## src/rtl/brp_resolver.sv

```systemverilog
// EX-stage branch resolver: compares the carried prediction with the ALU outcome, emits the
// resolved record for predictor training, and drives redirect/flush on a mispredict.
package brp_pkg;
  typedef enum logic [6:0] {
    op_lui   = 7'b0110111,
    op_auipc = 7'b0010111,
    op_jal   = 7'b1101111,
    op_jalr  = 7'b1100111,
    op_br    = 7'b1100011,
    op_load  = 7'b0000011,
    op_store = 7'b0100011,
    op_imm   = 7'b0010011,
    op_reg   = 7'b0110011,
    op_csr   = 7'b1110011
  } rv32i_opcode;

  typedef struct packed {
    logic [31:0] pc;
    logic [31:0] brp_alt;
    logic        predicted;
    logic        prediction;
    logic        mp_valid;
    logic        mispredicted;
  } rv32i_brp_word;
endpackage

module brp_resolver
  import brp_pkg::*;
#(
  parameter int FLUSH_CYCLES = 2,
  parameter int CNT_W        = 32
) (
  input  logic          clk,
  input  logic          rst,
  input  logic          ex_valid,
  input  logic          stall,
  input  rv32i_opcode   opcode_ex,
  input  rv32i_brp_word brp_ex_in,
  input  logic          br_en,
  output rv32i_brp_word brp_ex_out,
  output logic          redirect_valid,
  output logic [31:0]   redirect_pc,
  output logic          flush,
  output logic          busy,
  output logic [CNT_W-1:0] c_total,
  output logic [CNT_W-1:0] c_mispred
);
  localparam int CW = (FLUSH_CYCLES > 1) ? $clog2(FLUSH_CYCLES) : 1;

  typedef enum logic {IDLE, FLUSH} state_t;

  state_t        state, state_n;
  logic [CW-1:0] cnt, cnt_n;
  logic          fire, mp;

  // Only predicted conditional branches are resolved; anything seen during FLUSH is wrong-path.
  assign fire = ex_valid && !stall && (state == IDLE) &&
                (opcode_ex == op_br) && brp_ex_in.predicted;
  assign mp   = fire && (brp_ex_in.prediction != br_en);

  assign flush = (state == FLUSH);
  assign busy  = (state != IDLE);

  always_comb begin
    state_n = state;
    cnt_n   = cnt;
    case (state)
      IDLE: if (mp) begin
        state_n = FLUSH;
        cnt_n   = CW'(FLUSH_CYCLES - 1);
      end
      FLUSH: if (cnt == '0) state_n = IDLE;
             else           cnt_n   = cnt - CW'(1);
      default: state_n = IDLE;
    endcase
  end

  always_ff @(posedge clk) begin
    if (rst) begin
      state          <= IDLE;
      cnt            <= '0;
      brp_ex_out     <= '0;
      redirect_valid <= 1'b0;
      redirect_pc    <= '0;
      c_total        <= '0;
      c_mispred      <= '0;
    end else begin
      state          <= state_n;
      cnt            <= cnt_n;
      redirect_valid <= mp;
      brp_ex_out     <= '0;
      if (fire) begin
        brp_ex_out              <= brp_ex_in;
        brp_ex_out.mp_valid     <= 1'b1;
        brp_ex_out.mispredicted <= mp;
      end
      if (mp) redirect_pc <= brp_ex_in.brp_alt;
      // Saturating counters: never wrap back below the other counter.
      if (fire && !(&c_total))  c_total   <= c_total + CNT_W'(1);
      if (mp   && !(&c_mispred)) c_mispred <= c_mispred + CNT_W'(1);
    end
  end
endmodule
```

## config.mk

```make
export PLATFORM = sky130hd
export DESIGN_NAME = brp_resolver
export DESIGN_NICKNAME = d
export VERILOG_FILES = /design/src/rtl/brp_resolver.sv
export SDC_FILE = /design/constraint.sdc
export NUM_CORES = 1
export LEC_CHECK = 0
export CAP_MARGIN = 0
export CORE_MARGIN = 2
export CORE_UTILIZATION = 47
export DETAILED_ROUTE_END_ITERATION = 12
export PLACE_DENSITY = 0.86
export SLEW_MARGIN = 20
export SYNTH_ARGS = -nofsm -noshare
export SYNTH_HDL_FRONTEND = slang
export SYNTH_SLANG_ARGS = --single-unit
```

## constraint.sdc

```tcl
create_clock -name clk -period 8.21 [get_ports clk]
set_input_delay 2.0525 -clock clk [delete_from_list [all_inputs] [get_ports clk]]
set_output_delay 2.0525 -clock clk [all_outputs]
set_load 0.03 [all_outputs]
```

==> results.cfg <==
[clock_tree]
cts.hold.buffers_added = 0
clkTransAtPathRegs_ns = 0.06
cts-resized-gates = 0
clockRootBuffer = clkbuf_16
cts_tree = done
clock_path_buffers = 2
cts-buffers-inserted = 17
cts.sinks = 167
clock_latency_ns = 0.42
h-tree-depth = 4
post_cts_buffers = 0

[yosys]
synthAdderAreaFrac_pct = 0.401
muxShareOfSynthArea_pct = 1.04
synth_top_family_by_area = simple AND/OR/NAND/NOR gates
yosysUniqueCellTypes = 41
netlist_top_cells_count = dfxtp_1, nand2_1, a21oi_1, and2_1, clkbuf_1
yosys.area_share.simple_pct = 27.6
synthArstFlopShare_pct = 0
ys.flop_type = dfxtp_1
syn_area_per_cell_um2 = 8.92
yosysMostFrequentCell = dfxtp_1
yosys.area.top_type_share_pct = 53.6
synth_compound_area_share_pct = 12.8
ys_seq_area_share_pct = 53.6
synth_top_area_cell = dfxtp_1
yosys.area_share.xor_xnor_pct = 0.983
synth_area_leaders = dfxtp_1, and2_1, a21oi_1, nand2_1, or4_1
syn_area_um2 = 6240
ys_ff_latch = 167
synth_enable_flop_cells = 0
synth_nets = 781
yosys_warnings = 0
syn_inst = 699

[die]
row_count = 42
die_area_um2 = 14200
die_y_um = 119
boundaryPins = 247
core-area_um2 = 13100
start_util_pct = 47.7
die_w_um = 119

[placement]
place_congestion = 0.770
postPlaceCellArea_um2 = 8800
io_buffers = 244
dp_hpwl_mm = 12.4
dp.cells = 1085

[timing]
finalCritPeriodShare_pct = 53.0
tightest_slew_ns = 1.03
hold_viol_final = 0
rsz0062_at_grt = no
finClkSkew_ns = 0.00809
clock.fmax_mhz = 230
slew_headroom_pct = 30.9
slew_viol_final = 0
finalSetupTns_ns = 0
period_needed_ns = 4.35
setup_viol = 0

[worst_setup_path]
critPathMaxFanout = 17
reg2reg_to = c_mispred[11]
worstPathArrival_ns = 4.66
end_kind = flop
critical_path_class = in -> reg
r2r_cells = 7
reg2reg_from = c_mispred[0]
critPathLaunchType = input pin
critPathRequiredTime_ns = 8.52
r2r_setup_slack_ns = 5.00

[power]
sw_frac_of_total_pct = 21.9
p_sw_uw = 347
clockPowerShare_pct = 45.6
p_total_uw = 1580
seq_power_share_pct = 51.1
power_frac_comb_pct = 3.3
peakVddDrop_mv = 0.131
p_leak_uw = 0.00309
pwr_density_cell_nw_per_um2 = 169
intPower_uw = 1240

[global_routing]
grt_pass1_wl_mm = 27.5
antenna_found_initial = 0
grt.total_usage_pct = 24.1
grt_pass1_vias = 5439
overflow = 0
grt_max_degree = 76

[min_path]
min_to = redirect_pc[4]
hold_path_startpoint = redirect_pc[4]
hold_path.class = reg -> reg
whs_path_depth = 2

[detailed_routing]
vias = 5891
wl_per_cell_um = 15.6
drc = 0
wl_mm = 17.4
dr.pass1.iters = 4
viasPerCell = 5.27
dr.first_iter.drc_count = 283
final_antenna_net_count = 0

[final_layout]
stdcell_area_um2 = 9370
layout-drive-gt1-share_pct = 5.41
instances_no_fill = 1118
register_area_um2 = 3340
diodes = 0
fill_cells = 973
multi_input_area_um2 = 2690
area_growth_syn_to_layout_pct = 50.2
layout.nets = 1011

[outcome]
outcome = complete, no violations

[flow_run]
max_cap_viol_count = 0
-- flip-flops by register name (all words and copies together) (netlist names) --
register / flops
brp_ex_out: 68
c_mispred: 32
c_total: 32
redirect_pc: 32
busy: 1
cnt: 1
redirect_valid: 1
-- worst max-delay path, stage by stage --
cell             delay (ns)
clkdlybuf4s50_1        0.45
or3b_4                 0.41
nor4_2                 0.26
buf_4                  0.28
o21ai_1                0.33
buf_4                  0.32
nor4_1                 0.20
mux2_2                 0.36
-- through the flow --
stage | utilization [%] | hold WS (ns) | worst slack (ns)
after floorplan | - | 0.437 | 4.11
after global placement | 67.2 | 0.442 | 3.46
after detailed placement | 67.2 | 0.446 | 3.41
after CTS | 71.3 | 0.455 | 3.84
after global routing | 71.6 | 0.468 | 3.75
final | 71.6 | 0.454 | 3.86
-- power groups by stage --
stage / combinational (µW) / sequential [µW] / clock, µW
after floorplan: 9.99 / 829 / 0
after global placement: 51.1 / 828 / 0
after detailed placement: 52.1 / 828 / 0
after CTS: 52.5 / 810 / 736
after global routing: 55.5 / 810 / 774
final: 51.9 / 810 / 723
-- how the worst max path moves through the flow --
stage	startpoint	end	slack (ns)	depth (start not counted)
6_report	ex_valid	c_mispred[11]	3.86	8
4_1_cts	ex_valid	c_mispred[11]	3.84	8
3_5_place_dp	ex_valid	c_mispred[11]	3.41	8
2_1_floorplan	stall	c_mispred[28]	4.11	6
3_3_place_gp	ex_valid	c_mispred[11]	3.46	8
5_1_grt	ex_valid	c_mispred[11]	3.75	8
-- layout make-up --
| cell class | instances | share of cell area, % |
|---|---|---|
| clock buffer | 21 | 4.70 |
| clock inverter | 11 | 1.00 |
| inverter | 17 | 0.681 |
| multi-input combinational | 475 | 28.7 |
| sequential | 167 | 35.7 |
| tap | 176 | 2.35 |
| timing repair buffer | 251 | 26.8 |
-- routing by layer --
layer | wire length (µm) | track usage, % | vias up
met2 | 9070 | 44.0 | 183
met1 | 6870 | 26.9 | 2765
met5 | 0 | 0 | -
met3 | 1280 | 8.05 | 19
li1 | - | - | 2924
met4 | 212 | 5.88 | 0
-- cells in the final DEF (no fill, tap or decap), drive strengths merged, types with 21 or more instances in the layout --
cell type and instances:
clkbuf 21, dfxtp 167, clkdlybuf4s50 243, or4 28
or3 27, o21ai 33, and2 65, nand4 25
nand3 22, nand2 89, a21oi 81, inv 21
nor2 23
-- cells by family (layout without fill, tap and decap cells) --
| group | Yosys count | count (layout) |
|---|---|---|
| flops | 167 | 167 |
| xor+xnor | 7 | 7 |
| fa+ha+maj | 2 | 2 |
| compound gates | 144 | 144 |
| buf+inv | 57 | 300 |
| mux | 6 | 6 |
| simple gates | 316 | 316 |
Power figures use the tool's default switching activity.
